### src/rtl/servo_pkg.sv
// Shared constants, FSM state type and range clamp for the servo slew stage.
package servo_pkg;

    localparam int unsigned DC_W           = 21;
    localparam int unsigned MIN_DC         = 100000;
    localparam int unsigned MAX_DC         = 200000;
    localparam int unsigned CENTER_DC      = 150000;
    localparam int unsigned STEP_DC        = 2000;
    localparam int unsigned SETTLE_PERIODS = 3;

    typedef enum logic [1:0] {
        S_IDLE,
        S_CLAMP,
        S_MOVE,
        S_SETTLE
    } servo_state_t;

    function automatic int unsigned clamp_dc(input int unsigned raw,
                                             input int unsigned lo,
                                             input int unsigned hi);
        if (raw < lo) return lo;
        if (raw > hi) return hi;
        return raw;
    endfunction

endpackage

### src/rtl/servo_slew.sv
// Clamps accepted duty-cycle targets and slews the PWM duty cycle toward them,
// one bounded step per PWM period tick.
module servo_slew #(
    parameter int unsigned DC_W           = servo_pkg::DC_W,
    parameter int unsigned MIN_DC         = servo_pkg::MIN_DC,
    parameter int unsigned MAX_DC         = servo_pkg::MAX_DC,
    parameter int unsigned CENTER_DC      = servo_pkg::CENTER_DC,
    parameter int unsigned STEP_DC        = servo_pkg::STEP_DC,
    parameter int unsigned SETTLE_PERIODS = servo_pkg::SETTLE_PERIODS
) (
    input  logic            clk_in,
    input  logic            rst_in,
    input  logic [DC_W-1:0] target_in,
    input  logic            target_valid_in,
    output logic            target_ready_out,
    input  logic            period_tick_in,
    output logic [DC_W-1:0] dc_out,
    output logic            clamped_out,
    output logic            settled_out
);
    import servo_pkg::*;

    localparam int unsigned        CNT_W    = $clog2(SETTLE_PERIODS + 2);
    localparam logic [DC_W-1:0]    MIN_V    = DC_W'(MIN_DC);
    localparam logic [DC_W-1:0]    MAX_V    = DC_W'(MAX_DC);
    localparam logic [DC_W-1:0]    CENTER_V = DC_W'(CENTER_DC);
    localparam logic [DC_W-1:0]    STEP_V   = DC_W'(STEP_DC);
    localparam logic [DC_W:0]      STEP_W   = (DC_W + 1)'(STEP_DC);
    localparam logic [CNT_W-1:0]   SETTLE_V = CNT_W'(SETTLE_PERIODS);

    servo_state_t state_q, state_d;

    logic [DC_W-1:0]  dc_q, dc_d;
    logic [DC_W-1:0]  target_q, target_d;
    logic [DC_W-1:0]  raw_q, raw_d;
    logic             tick_pend_q, tick_pend_d;
    logic             settled_q, settled_d;
    logic             clamped_q, clamped_d;
    logic [CNT_W-1:0] settle_cnt_q, settle_cnt_d;

    logic             accept;
    logic             tick;
    logic [DC_W-1:0]  clamped_val;
    logic             raw_out_of_range;
    logic signed [DC_W:0] diff;
    logic [DC_W:0]    diff_mag;
    logic             within_step;
    logic [DC_W-1:0]  stepped_dc;
    logic [CNT_W-1:0] settle_first;
    logic [CNT_W-1:0] settle_inc;

    assign target_ready_out = (state_q != S_CLAMP);
    assign accept           = target_valid_in && target_ready_out;
    assign tick             = period_tick_in || tick_pend_q;

    assign clamped_val      = DC_W'(clamp_dc(32'(raw_q), MIN_DC, MAX_DC));
    assign raw_out_of_range = (raw_q < MIN_V) || (raw_q > MAX_V);

    // One extra bit keeps the sign of target-minus-output exact over the full range.
    assign diff        = $signed({1'b0, target_q}) - $signed({1'b0, dc_q});
    assign diff_mag    = diff[DC_W] ? $unsigned(-diff) : $unsigned(diff);
    assign within_step = (diff_mag <= STEP_W);
    assign stepped_dc  = diff[DC_W] ? (dc_q - STEP_V) : (dc_q + STEP_V);

    assign settle_first = period_tick_in ? CNT_W'(1) : '0;
    assign settle_inc   = settle_cnt_q + CNT_W'(1);

    always_comb begin
        state_d      = state_q;
        dc_d         = dc_q;
        target_d     = target_q;
        raw_d        = raw_q;
        tick_pend_d  = 1'b0;
        settled_d    = settled_q;
        clamped_d    = 1'b0;
        settle_cnt_d = settle_cnt_q;

        case (state_q)
            S_IDLE: begin
                if (accept) begin
                    raw_d     = target_in;
                    settled_d = 1'b0;
                    state_d   = S_CLAMP;
                end
            end

            S_CLAMP: begin
                target_d  = clamped_val;
                clamped_d = raw_out_of_range;
                if (clamped_val != dc_q) begin
                    tick_pend_d = period_tick_in;
                    state_d     = S_MOVE;
                end else begin
                    // A tick arriving here is the first settle period.
                    settle_cnt_d = settle_first;
                    state_d      = S_SETTLE;
                    if (settle_first >= SETTLE_V) begin
                        settled_d = 1'b1;
                        state_d   = S_IDLE;
                    end
                end
            end

            S_MOVE: begin
                if (tick) begin
                    if (within_step) begin
                        dc_d         = target_q;
                        settle_cnt_d = '0;
                        state_d      = S_SETTLE;
                    end else begin
                        dc_d = stepped_dc;
                    end
                end
                // The step above uses the old target; the new one is clamped next.
                if (accept) begin
                    raw_d     = target_in;
                    settled_d = 1'b0;
                    state_d   = S_CLAMP;
                end
            end

            S_SETTLE: begin
                if (accept) begin
                    raw_d     = target_in;
                    settled_d = 1'b0;
                    state_d   = S_CLAMP;
                end else if (tick) begin
                    settle_cnt_d = settle_inc;
                    if (settle_inc >= SETTLE_V) begin
                        settled_d = 1'b1;
                        state_d   = S_IDLE;
                    end
                end
            end

            default: state_d = S_IDLE;
        endcase
    end

    always_ff @(posedge clk_in or negedge rst_in) begin
        if (!rst_in) begin
            state_q      <= S_IDLE;
            dc_q         <= CENTER_V;
            target_q     <= CENTER_V;
            raw_q        <= CENTER_V;
            tick_pend_q  <= 1'b0;
            settled_q    <= 1'b1;
            clamped_q    <= 1'b0;
            settle_cnt_q <= '0;
        end else begin
            state_q      <= state_d;
            dc_q         <= dc_d;
            target_q     <= target_d;
            raw_q        <= raw_d;
            tick_pend_q  <= tick_pend_d;
            settled_q    <= settled_d;
            clamped_q    <= clamped_d;
            settle_cnt_q <= settle_cnt_d;
        end
    end

    assign dc_out      = dc_q;
    assign clamped_out = clamped_q;
    assign settled_out = settled_q;

endmodule

### config.mk
export PLATFORM = sky130hd
export DESIGN_NAME = servo_slew
export DESIGN_NICKNAME = d
export VERILOG_FILES = /design/src/rtl/servo_pkg.sv /design/src/rtl/servo_slew.sv
export SDC_FILE = /design/constraint.sdc
export NUM_CORES = 1
export LEC_CHECK = 0
export ABC_AREA = 1
export CORE_UTILIZATION = 65
export DETAILED_ROUTE_END_ITERATION = 12
export HOLD_SLACK_MARGIN = 0.08
export PLACE_DENSITY = 0.89
export SLEW_MARGIN = 20
export SYNTH_ARGS = -nofsm -noshare
export SYNTH_HDL_FRONTEND = slang
export SYNTH_SLANG_ARGS = --single-unit
### constraint.sdc
create_clock -name clk_in -period 11.46 [get_ports clk_in]
set_input_delay 3.438 -clock clk_in [delete_from_list [all_inputs] [get_ports clk_in]]
set_output_delay 3.438 -clock clk_in [all_outputs]
set_load 0.05 [all_outputs]
==> results_dict.tcl <==
set metrics [dict create \
    r2r_cells 22 \
    clockBufferDepth 2 \
    cp_cell_sequence "inv_1 > nor2_1 > buf_4 > inv_1 > clkdlybuf4s50_1" \
    fp.dieH_um 104.7 \
    gp_congestion 0.9607 \
    cp.required_ns 8.02 \
    crit_top_cell "inv_1" \
    die-area_um2 10960 \
    post-route-min-period_ns 6.030 \
    drt_wl_total_um 17490 \
    hold_end "settled_out$_DFFE_PN1P_" \
    postCtsSetupBuffers 0 \
    drt-pass1-iter-count 6 \
    worstPathMaxFanout 24 \
    root_buffer "clkbuf_8" \
    drive_above_1_share_pct 13.45 \
    post-place-cells 1213 \
    crit-reg2reg-launch "dc_out[4]$_DFFE_PN1P_" \
    tns_ns 0 \
    cp_slowest_cell "clkdlybuf4s50_1" \
    syn_avg_cell_area_um2 6.565 \
    ys_ff_latch 71 \
    grt_max_degree 72 \
    initial_core_util_pct 66.69 \
    finalSetupViolations 0 \
    dr_wl_met2_um 8314 \
    wl_met3_um 895 \
    min_from "settled_out$_DFFE_PN1P_" \
    synth_nets 1110 \
    fillCellCount 869 \
    start_kind "flip-flop" \
    ff2ff_setup_slack_ns 6.42 \
    fmax_mhz 165.8 \
    synth_ff_type "dfrtp_1" \
    drc 0 \
    grt.overflow.total 0 \
    synthArstFlopShare_pct 100.0 \
    core_area_um2 10280 \
    slew_headroom_pct 41.33 \
    area_growth_pct 11.15 \
    cts.sinks 71 \
    slew_viol_final 0 \
    cts_tree "built" \
    routed.top_layer "met4" \
    hpwl_um 13700 \
    cts_buffers 9 \
    avgRoutedWirePerCell_um 14.23 \
    portBuffers 48 \
    clkTransAtPathRegs_ns 0.07 \
    cp.arrival_ns 2.59 \
    antenna_cells 0 \
    ys_seq_area_share_pct 26.38 \
    vias 6922 \
    nets 1154 \
    hold_depth 2 \
    dr.first_iter.drc_count 452 \
    critPathMaxStageDelay_ns 0.92 \
    antenna_found_initial 0 \
    vias_per_cell 5.632 \
    grt_pass1_wl_um 30130 \
    worstSetupEndpointType "output pin" \
    hold_viol 0 \
    timing.final.ws_setup_ns 5.430 \
    ctsResizeCount 0 \
    pre_cts_ws_ns 5.810 \
    stdcell_count 1229 \
    grt_pass1_vias 6582 \
    netlist_area_um2 6854 \
    clk_latency_ns 0.36 \
    fin_skew_ns 0.009979 \
    fin_util_pct 74.13 \
    wl_met1_um 7548 \
    tightestPinTransition_ns 0.8800 \
    syn_inst 1044 \
    r2r_end "dc_out[19]$_DFFE_PN0P_" \
    rows 37 \
    post-route-period-util_pct 52.62 \
    hold_buffers 0 \
    synth_edf_count 0 \
    track_usage_pct 34.09 \
    maxCapViolCount 0 \
    ant_nets 0 \
    cts-htree-levels 3 \
    ys_warn_count 0 \
    ys_types 48 \
    ios 49 \
    rsz0062_at_grt "false" \
    path_class "flip-flop to output pin" \
    hp-class "flip-flop to flip-flop" \
    die_x_um 104.7 \
    status "finished, final reports clean" \
]
how the worst max path moves through the flow:
stage                                 startpoint                to  depth (start not counted)
after floorplan           state_q[0]$_DFFE_PN0P_  target_ready_out                          4
after global placement    state_q[0]$_DFFE_PN0P_  target_ready_out                          5
after detailed placement  state_q[0]$_DFFE_PN0P_  target_ready_out                          5
after CTS                 state_q[0]$_DFFE_PN0P_  target_ready_out                          5
after global routing      state_q[0]$_DFFE_PN0P_  target_ready_out                          5
final                     state_q[0]$_DFFE_PN0P_  target_ready_out                          5
layout by cell type (no fill, tap or decap), types with 10 or more instances in the layout:
| cell | instances |
|---|---|
| xor2_1 | 25 |
| inv_1 | 125 |
| nor2_1 | 85 |
| dfrtp_1 | 46 |
| a21oi_1 | 40 |
| nand3_1 | 84 |
| ha_1 | 39 |
| clkbuf_8 | 10 |
| clkdlybuf4s50_1 | 47 |
| a31oi_1 | 10 |
| nor2_2 | 15 |
| nand4_1 | 27 |
| nand2_1 | 328 |
| nand2_2 | 28 |
| dfstp_2 | 25 |
| nand3_2 | 28 |
| o21ai_0 | 34 |
| inv_2 | 16 |
stage by stage:
| stage | instance area [µm²] | hold WS, ns |
|---|---|---|
| after floorplan | 6854 | 0.4426 |
| after global placement | 7428 | 0.4559 |
| after detailed placement | 7428 | 0.4577 |
| after CTS | 7619 | 0.4704 |
| after global routing | 7619 | 0.4911 |
| final | 7619 | 0.4697 |
cell type report:
cell class	instances	area, µm²	share of cell area (%)
multi-input combinational	811	4408	57.86
sequential	71	1808	23.73
inverter	143	536.8	7.045
timing repair buffer	52	505.5	6.635
tap	136	170.2	2.234
clock buffer	12	145.1	1.905
clock inverter	4	45.04	0.5912
Yosys cell counts, types with 10 or more instances:
cell      instances  area [µm²]
a21oi_1          40       200.2
a31oi_1          10       62.56
clkbuf_1         10       37.54
dfrtp_1          46        1151
dfstp_2          25       656.9
ha_1             39       488.0
inv_1           125       469.2
inv_2            16       60.06
nand2_1         328        1231
nand2_2          28       175.2
nand3_1          84       420.4
nand3_2          28       280.3
nand4_1          27       168.9
nor2_1           87       326.6
nor2_2           13       81.33
o21ai_0          34       170.2
xor2_1           25       219.0
cell families after synthesis:
group	synth area share, %
xor+xnor	3.961
compound gates	8.945
fa+ha+maj	7.704
flops	26.38
simple gates	43.63
buf+inv	9.383
worst max-delay path, delay by kind of cell (launching register included):
family	cells	cell delay (ns)
flip-flops	1	0.44
AND/OR/NAND/NOR	1	0.04
buffers and inverters	4	1.75
routing by layer:
metal  vias up  GRT usage [%]
met5         -              0
met1      3166          43.73
met2       228          56.20
met4         0          17.30
li1       3467              -
met3        61          4.679
flip-flops by register name (all words and copies together), names as in the netlist:
register      flops
target_q         21
state_q           2
clamped_out       1
settled_out       1
raw_q            21
tick_pend_q       1
dc_out           21
settle_cnt_q      3
Power is not shown: default switching activity piles up to over one toggle a cycle in this logic, so the estimate is an artifact.
